[config.mk]
export PLATFORM = sky130hd
export DESIGN_NAME = systolic_tile_controller
export DESIGN_NICKNAME = d
export VERILOG_FILES = /design/src/rtl/systolic_tile_controller.sv
export SDC_FILE = /design/constraint.sdc
export NUM_CORES = 2
export LEC_CHECK = 0
export BUFFER_PORTS_ARGS = -buffer_cell sky130_fd_sc_hd__buf_2
export CAP_MARGIN = 20
export CORE_MARGIN = 5
export CORE_UTILIZATION = 40
export CTS_BUF_LIST = sky130_fd_sc_hd__clkbuf_16
export DETAILED_ROUTE_END_ITERATION = 8
export PLACE_DENSITY = 0.62
export SYNTH_ARGS = -nofsm -noshare
export SYNTH_HDL_FRONTEND = slang
export SYNTH_SLANG_ARGS = --single-unit
[constraint.sdc]
create_clock -name clk -period 3.9 [get_ports clk]
set_input_delay 0.585 -clock clk [delete_from_list [all_inputs] [get_ports clk]]
set_output_delay 0.585 -clock clk [all_outputs]
set_load 0.02 [all_outputs]
[src/rtl/systolic_tile_controller.sv]
// -----------------------------------------------------------------------------
// systolic_tile_controller
//
// Sequences one matrix tile through an N x N systolic array:
//   LOAD_A    - streams dim*dim elements of A from memory (row-major).
//   LOAD_B    - same for B; B is exposed transposed on weight_output.
//   EXECUTE   - feeds skewed columns of A on data_up and collects dim result
//               rows reported by the array via result_valid/result_col.
//   WRITEBACK - writes C row-major to memory, optionally clamping negatives.
//   FINISH    - one-cycle done pulse; error reports a bad dim or a timeout.
//
// Ports
//   clk, rst_n            clock (rising edge), async active-low reset
//   start, dim, relu_en   tile request and its configuration (IDLE only)
//   addr_A/addr_B/addr_C  row-major base addresses, wrap modulo 2^AW
//   mem_rdata             read data, valid RD_LAT cycles after its address
//   result_valid          array presents a result row this cycle
//   result_col            result row, element j in bits [j*WIDTH +: WIDTH]
//   mem_addr/we/wdata     shared read/write memory port
//   weight_output         element [i][j] at bits [(i*N+j)*WIDTH +: WIDTH]
//   data_up               registered skewed A feed, element i at [i*WIDTH +: WIDTH]
//   busy, done, error     status
// -----------------------------------------------------------------------------
module systolic_tile_controller #(
  parameter int N            = 4,
  parameter int WIDTH        = 16,
  parameter int AW           = 12,
  parameter int RD_LAT       = 1,
  parameter int EXEC_TIMEOUT = 64
) (
  input  logic                     clk,
  input  logic                     rst_n,
  input  logic                     start,
  input  logic [3:0]               dim,
  input  logic                     relu_en,
  input  logic [AW-1:0]            addr_A,
  input  logic [AW-1:0]            addr_B,
  input  logic [AW-1:0]            addr_C,
  input  logic [WIDTH-1:0]         mem_rdata,
  input  logic                     result_valid,
  input  logic [N*WIDTH-1:0]       result_col,
  output logic [AW-1:0]            mem_addr,
  output logic                     mem_we,
  output logic [WIDTH-1:0]         mem_wdata,
  output logic [N*N*WIDTH-1:0]     weight_output,
  output logic [N*WIDTH-1:0]       data_up,
  output logic                     busy,
  output logic                     done,
  output logic                     error
);

  localparam int IW = $clog2(N);
  localparam int TW = $clog2(EXEC_TIMEOUT + 1);

  typedef enum logic [2:0] {IDLE, LOAD_A, LOAD_B, EXECUTE, WRITEBACK, FINISH} state_t;

  state_t state_reg, state_next;

  // Latched tile configuration
  logic [3:0]    dim_reg;
  logic          relu_reg;
  logic [AW-1:0] base_a_reg, base_b_reg, base_c_reg;

  // Operand and result storage (cleared at every accepted start)
  logic [WIDTH-1:0] a_mem [N][N];
  logic [WIDTH-1:0] b_mem [N][N];
  logic [WIDTH-1:0] c_mem [N][N];

  // Sequencing counters
  logic [6:0]        iss_cnt_reg;
  logic [IW-1:0]     cap_row_reg, cap_col_reg;
  logic [RD_LAT-1:0] vpipe_reg;
  logic [TW-1:0]     t_reg;
  logic [IW-1:0]     res_row_reg;
  logic [IW-1:0]     wb_row_reg, wb_col_reg;
  logic [6:0]        wb_cnt_reg;
  logic              error_reg;
  logic [N*WIDTH-1:0] data_up_reg;
  logic [N*WIDTH-1:0] feed_vec;

  logic [6:0]       total;
  logic             dim_ok, accept, loading, issuing;
  logic             cap_fire, cap_last, res_fire, res_last, wb_last;
  logic [WIDTH-1:0] wb_val;

  assign total    = 7'(dim_reg) * 7'(dim_reg);
  assign dim_ok   = (dim != 4'd0) && (dim <= 4'(N));
  assign accept   = (state_reg == IDLE) && start && dim_ok;
  assign loading  = (state_reg == LOAD_A) || (state_reg == LOAD_B);
  assign issuing  = loading && (iss_cnt_reg < total);
  // vpipe tracks which past cycles carried a read address; its oldest stage
  // lines up with the cycle that address's data is on mem_rdata.
  assign cap_fire = loading && vpipe_reg[RD_LAT-1];
  assign cap_last = (cap_row_reg == IW'(dim_reg - 4'd1)) && (cap_col_reg == IW'(dim_reg - 4'd1));
  assign res_fire = (state_reg == EXECUTE) && result_valid;
  assign res_last = (res_row_reg == IW'(dim_reg - 4'd1));
  assign wb_last  = (wb_cnt_reg == total - 7'd1);
  assign wb_val   = c_mem[wb_row_reg][wb_col_reg];

  // ---------------------------------------------------------------- FSM
  always_ff @(posedge clk or negedge rst_n) begin
    if (!rst_n) state_reg <= IDLE;
    else        state_reg <= state_next;
  end

  always_comb begin
    state_next = state_reg;
    mem_addr   = '0;
    mem_we     = 1'b0;
    mem_wdata  = '0;
    busy       = (state_reg != IDLE);
    done       = 1'b0;
    case (state_reg)
      IDLE: begin
        if (start) state_next = dim_ok ? LOAD_A : FINISH;
      end
      LOAD_A: begin
        if (issuing) mem_addr = base_a_reg + AW'(iss_cnt_reg);
        if (cap_fire && cap_last) state_next = LOAD_B;
      end
      LOAD_B: begin
        if (issuing) mem_addr = base_b_reg + AW'(iss_cnt_reg);
        if (cap_fire && cap_last) state_next = EXECUTE;
      end
      EXECUTE: begin
        // A final row arriving on the last allowed cycle still wins.
        if (res_fire && res_last)                    state_next = WRITEBACK;
        else if (t_reg == TW'(EXEC_TIMEOUT - 1))     state_next = FINISH;
      end
      WRITEBACK: begin
        mem_we    = 1'b1;
        mem_addr  = base_c_reg + AW'(wb_cnt_reg);
        mem_wdata = (relu_reg && wb_val[WIDTH-1]) ? '0 : wb_val;
        if (wb_last) state_next = FINISH;
      end
      FINISH: begin
        done       = 1'b1;
        state_next = IDLE;
      end
      default: state_next = IDLE;
    endcase
  end

  // ----------------------------------------------------- config + counters
  always_ff @(posedge clk or negedge rst_n) begin
    if (!rst_n) begin
      dim_reg     <= '0;
      relu_reg    <= 1'b0;
      base_a_reg  <= '0;
      base_b_reg  <= '0;
      base_c_reg  <= '0;
      iss_cnt_reg <= '0;
      cap_row_reg <= '0;
      cap_col_reg <= '0;
      vpipe_reg   <= '0;
      t_reg       <= '0;
      res_row_reg <= '0;
      wb_row_reg  <= '0;
      wb_col_reg  <= '0;
      wb_cnt_reg  <= '0;
    end else begin
      vpipe_reg <= (vpipe_reg << 1) | RD_LAT'(issuing);
      if (accept) begin
        dim_reg    <= dim;
        relu_reg   <= relu_en;
        base_a_reg <= addr_A;
        base_b_reg <= addr_B;
        base_c_reg <= addr_C;
      end
      // Every state starts its counters from zero.
      if (state_next != state_reg) begin
        iss_cnt_reg <= '0;
        cap_row_reg <= '0;
        cap_col_reg <= '0;
        t_reg       <= '0;
        res_row_reg <= '0;
        wb_row_reg  <= '0;
        wb_col_reg  <= '0;
        wb_cnt_reg  <= '0;
      end else begin
        if (issuing) iss_cnt_reg <= iss_cnt_reg + 7'd1;
        if (cap_fire) begin
          if (cap_col_reg == IW'(dim_reg - 4'd1)) begin
            cap_col_reg <= '0;
            cap_row_reg <= cap_row_reg + 1'b1;
          end else begin
            cap_col_reg <= cap_col_reg + 1'b1;
          end
        end
        if (state_reg == EXECUTE) t_reg <= t_reg + 1'b1;
        if (res_fire) res_row_reg <= res_row_reg + 1'b1;
        if (state_reg == WRITEBACK) begin
          wb_cnt_reg <= wb_cnt_reg + 7'd1;
          if (wb_col_reg == IW'(dim_reg - 4'd1)) begin
            wb_col_reg <= '0;
            wb_row_reg <= wb_row_reg + 1'b1;
          end else begin
            wb_col_reg <= wb_col_reg + 1'b1;
          end
        end
      end
    end
  end

  // ------------------------------------------------------ matrix storage
  always_ff @(posedge clk or negedge rst_n) begin
    if (!rst_n) begin
      for (int r = 0; r < N; r++)
        for (int c = 0; c < N; c++) begin
          a_mem[r][c] <= '0;
          b_mem[r][c] <= '0;
          c_mem[r][c] <= '0;
        end
    end else if (accept) begin
      for (int r = 0; r < N; r++)
        for (int c = 0; c < N; c++) begin
          a_mem[r][c] <= '0;
          b_mem[r][c] <= '0;
          c_mem[r][c] <= '0;
        end
    end else begin
      if (cap_fire && (state_reg == LOAD_A)) a_mem[cap_row_reg][cap_col_reg] <= mem_rdata;
      if (cap_fire && (state_reg == LOAD_B)) b_mem[cap_row_reg][cap_col_reg] <= mem_rdata;
      if (res_fire) begin
        for (int j = 0; j < N; j++)
          if (j < int'(dim_reg)) c_mem[res_row_reg][j] <= result_col[j*WIDTH +: WIDTH];
      end
    end
  end

  // ------------------------------------------------------ error status
  always_ff @(posedge clk or negedge rst_n) begin
    if (!rst_n)                                               error_reg <= 1'b0;
    else if (accept)                                          error_reg <= 1'b0;
    else if ((state_reg == IDLE) && start)                    error_reg <= 1'b1;
    else if ((state_reg == EXECUTE) && (state_next == FINISH)) error_reg <= 1'b1;
  end

  assign error = error_reg;

  // --------------------------------------------------- skewed A feed
  // Lane i carries column i of A delayed by i cycles: A[t-i][i].
  for (genvar gi = 0; gi < N; gi++) begin : g_feed
    logic [TW-1:0] diff;
    logic          feed_ok;
    assign diff    = t_reg - TW'(gi);
    assign feed_ok = (state_reg == EXECUTE) && (gi < int'(dim_reg)) &&
                     (int'(t_reg) >= gi) && (int'(diff) < int'(dim_reg));
    assign feed_vec[gi*WIDTH +: WIDTH] = feed_ok ? a_mem[diff[IW-1:0]][gi] : '0;
  end

  always_ff @(posedge clk or negedge rst_n) begin
    if (!rst_n) data_up_reg <= '0;
    else        data_up_reg <= feed_vec;
  end

  assign data_up = data_up_reg;

  // ----------------------------------------------- transposed weights
  for (genvar gi = 0; gi < N; gi++) begin : g_wrow
    for (genvar gj = 0; gj < N; gj++) begin : g_wcol
      assign weight_output[(gi*N+gj)*WIDTH +: WIDTH] = b_mem[gj][gi];
    end
  end

endmodule

==> results_dict.tcl <==
set metrics [dict create \
    core_region_area_um2 102000 \
    sw_frac_of_total_pct 35.8 \
    yosys_most_used_dff "sky130_fd_sc_hd__dfrtp_1" \
    clk_pin_slew_ps 60 \
    post_synth_instance_area_um2 41000 \
    synth_area_leader_cell "sky130_fd_sc_hd__dfrtp_1" \
    pin_count_of_the_biggest_net_entering_global_routing 168 \
    critical_path_arrival_ps 3610 \
    netlist-cell-type-count 64 \
    die-width_um 330 \
    outcome "finished, violations left" \
    drt_first_iter_violations 2695 \
    crit_path_category "register to primary output" \
    async_flop_share_pct 100 \
    postLayoutSetupSlackWorst_ps -298 \
    start_util_pct 40.3 \
    drt-total-wl_mm 130 \
    hold_sp "addr_C[6]" \
    synthesis.nets 4079 \
    share_seq_of_total_power_pct 39.8 \
    synth_enable_flop_cells 0 \
    timing.critical_path.cells "inv_2, nor3_4, buf_4, fa_2, a21o_1, a21oi_2, xor2_1, ha_2, o21a_1, nor2_4, a21oi_4, buf_12, nor2_4, nand2_1, o31a_1, o21ai_1, buf_4" \
    irDropWorstVdd_v 0.000450 \
    fraction_of_power_consumed_by_combinational_cells_pct 34.3 \
    route.antenna.remaining_nets 0 \
    rows 117 \
    number_of_sinks_handled_by_clock_tree_synthesis 909 \
    failed_checks "setup timing" \
    cts-buffers-inserted 101 \
    post-route-min-period_ps 4200 \
    synth_top_cells_by_area "sky130_fd_sc_hd__dfrtp_1 55%, sky130_fd_sc_hd__nand2_1 10%, sky130_fd_sc_hd__mux4_2 7.9%" \
    startpoint_type "register" \
    timing.critical_path.buf_inv 4 \
    setup-violations-final 12 \
    slew-limit-headroom_pct 23.6 \
    initial_antenna_violation_count 18 \
    h-tree-depth 3 \
    timing.critical_path.max_delay_family "compound AO/OA/AOI/OAI gates" \
    first_global_vias 31100 \
    synth-seq-cells 909 \
    fillers 9298 \
    worst-endpoint-required_ps 3310 \
    hold_path_class "input pin to register" \
    critPathMaxStageDelay_ps 470 \
    dp_hpwl_mm 81.1 \
    final_core_utilization_pct 47.4 \
    power_density_nw_per_um2 739 \
    post_route_cells_drive_above_1_share_pct 22.2 \
    fin_worst_hold_slack_ps 124 \
    drt-vias-per-instance 5.49 \
    stdcell_area_um2 48200 \
    postSynthCellCount 3885 \
    cts_root_buf "sky130_fd_sc_hd__clkbuf_16" \
    switching_power_mw 12.8 \
    max_freq_mhz 238 \
    cap_violations 0 \
    gp_routability_congestion 0.860 \
    power_frac_clock_pct 25.9 \
    grtUsageTotal_pct 23.1 \
    clock_insertion_delay_worst_skew_ps 690 \
    finalHoldViolations 0 \
    ios 477 \
    dr.pass1.iters 7 \
    dieHeight_um 330 \
    grt_pass1_wl_mm 195 \
    drc 0 \
    worst_clock_skew_ps 43.5 \
    syn-mean-instance-area_um2 10.6 \
    die_area_um2 109000 \
    ys_seq_area_share_pct 55.5 \
    ff2ff_setup_slack_ps 170 \
    critical_path.slowest_cell "sky130_fd_sc_hd__dfrtp_2" \
    gr_overflow_total 0 \
    synth_top_cells_by_count "1,110 x sky130_fd_sc_hd__nand2_1, 909 x sky130_fd_sc_hd__dfrtp_1, 547 x sky130_fd_sc_hd__a21oi_1, 256 x sky130_fd_sc_hd__a22o_1, 152 x sky130_fd_sc_hd__buf_2" \
    ff2ff_path_depth 21 \
    rsz0062_at_grt "yes" \
    ys.warnings.count 0 \
    hold-path-endpoint "base_c_reg[6]" \
    min_path_cells 2 \
    synth_top_cell_area_share_pct 55.5 \
    slew_viol_final 0 \
    timing.critical_path.fanout_max 6 \
    timing.final.crit_share_pct 108 \
    tritoncts "done" \
    area_growth_syn_to_layout_pct 17.5 \
    crit-reg2reg-launch "dim_reg[1]" \
    worstMarginPinSlew_ps 1150 \
    num-nets-final 4448 \
    post_dp_cell_area_um2 44600 \
    power.leakage_nw 22.5 \
    cts.path.max_buffers 3 \
    crit-reg2reg-capture "iss_cnt_reg[6]" \
    synthMostInstantiatedCell "sky130_fd_sc_hd__nand2_1" \
    total_via_count_after_detailed_routing 31400 \
    p_int_mw 22.9 \
    setup_tns_ps -2540 \
    worst_setup_path_end_kind "primary output" \
    wirelength_per_cell_um 22.7 \
    placement.io_buffers 476 \
]
[worst max-delay path by stage]
stage | to | cells after the start | start | slack, ps
after detailed placement | mem_addr[4] | 15 | dim_reg[0] | -110
after CTS | mem_addr[4] | 14 | dim_reg[1] | -330
after global placement | mem_addr[7] | 15 | dim_reg[0] | -40
final | mem_addr[7] | 17 | dim_reg[1] | -300
after floorplan | mem_addr[2] | 15 | dim_reg[0] | 70
after global routing | mem_addr[7] | 16 | dim_reg[0] | -470
[power groups by stage]
stage | sequential, mW | combinational, mW | clock, mW
after floorplan | 15.1 | 6.82 | 0
after global placement | 14.2 | 11.5 | 0
after detailed placement | 14.3 | 11.7 | 0
after CTS | 14.2 | 12.1 | 9.42
after global routing | 14.5 | 13.3 | 9.78
final | 14.2 | 12.2 | 9.22
[worst reg2reg max path: cells and delay by family, from the launching register on]
kind,cells,cell delay (ps)
DFF,1,470
adders and majority gates,2,620
xor gates and xnor gates,1,160
buffers and inverters,8,860
AOI/OAI and AO/OA,5,680
and+or+nand+nor,5,850
[metal layers]
metal,vias up,global-route usage (%),routed length [µm]
met5,-,0,13
met4,2,8.12,4540
met3,231,4.66,8910
met2,1133,36.5,62000
met1,16000,32.2,54200
li1,14100,-,-
[layout make-up]
class                      count  area, µm²  area share, %
antenna                       14       35.0         0.0727
clock buffer                 103       2580           5.35
timing repair buffer         588       3580           7.42
multi-input combinational   2619      16800           34.9
tap                         1368       1710           3.55
inverter                      35        131          0.273
clock inverter                78        593           1.23
sequential                   909      22800           47.2
[through the flow]
stage	setup slack (ps)	power, mW	instances
global placement	-39.5	25.7	5500
finish	-298	35.6	5714
CTS	-327	35.7	5697
global route	-469	37.6	5709
floorplan	67.5	21.9	3885
detailed placement	-114	26.0	5500
[placed cells by master, fill, tap and decap left out, types with 7 or more instances in the layout]
| master | count |
|---|---|
| sky130_fd_sc_hd__inv_1 | 52 |
| sky130_fd_sc_hd__buf_12 | 23 |
| sky130_fd_sc_hd__clkinv_1 | 22 |
| sky130_fd_sc_hd__nor2_1 | 64 |
| sky130_fd_sc_hd__dfrtp_1 | 904 |
| sky130_fd_sc_hd__clkinvlp_4 | 8 |
| sky130_fd_sc_hd__buf_4 | 93 |
| sky130_fd_sc_hd__diode_2 | 14 |
| sky130_fd_sc_hd__nand2b_1 | 7 |
| sky130_fd_sc_hd__mux4_2 | 144 |
| sky130_fd_sc_hd__and3_1 | 23 |
| sky130_fd_sc_hd__nand2_1 | 1105 |
| sky130_fd_sc_hd__nor3_1 | 14 |
| sky130_fd_sc_hd__and2_1 | 50 |
| sky130_fd_sc_hd__xnor2_1 | 30 |
| sky130_fd_sc_hd__xor2_1 | 33 |
| sky130_fd_sc_hd__nor2_2 | 13 |
| sky130_fd_sc_hd__a22o_1 | 256 |
| sky130_fd_sc_hd__nand4_1 | 10 |
| sky130_fd_sc_hd__buf_2 | 464 |
| sky130_fd_sc_hd__mux2_2 | 35 |
| sky130_fd_sc_hd__clkbuf_16 | 103 |
| sky130_fd_sc_hd__o21a_1 | 7 |
| sky130_fd_sc_hd__clkinv_2 | 15 |
| sky130_fd_sc_hd__nand3_1 | 17 |
| sky130_fd_sc_hd__nor2b_1 | 71 |
| sky130_fd_sc_hd__ha_1 | 62 |
| sky130_fd_sc_hd__a21oi_1 | 544 |
| sky130_fd_sc_hd__o21ai_0 | 31 |
[logic make-up after synthesis]
group	share of synthesized area [%]
xor+xnor	1.42
fa+ha+maj	2.18
buf+inv	3.98
simple gates	14.2
mux	8.97
flops	55.5
compound gates	13.8
[timing repair]
action / in CTS / in global routing
buffers inserted: 15 / 6
pin swaps: 8 / 10
resized for setup: 30 / 31
hold buffers: 1 / 0
setup endpoints to repair: 13 / 19
hold endpoints to repair: 62 / 0
Power figures use the tool's default switching activity.
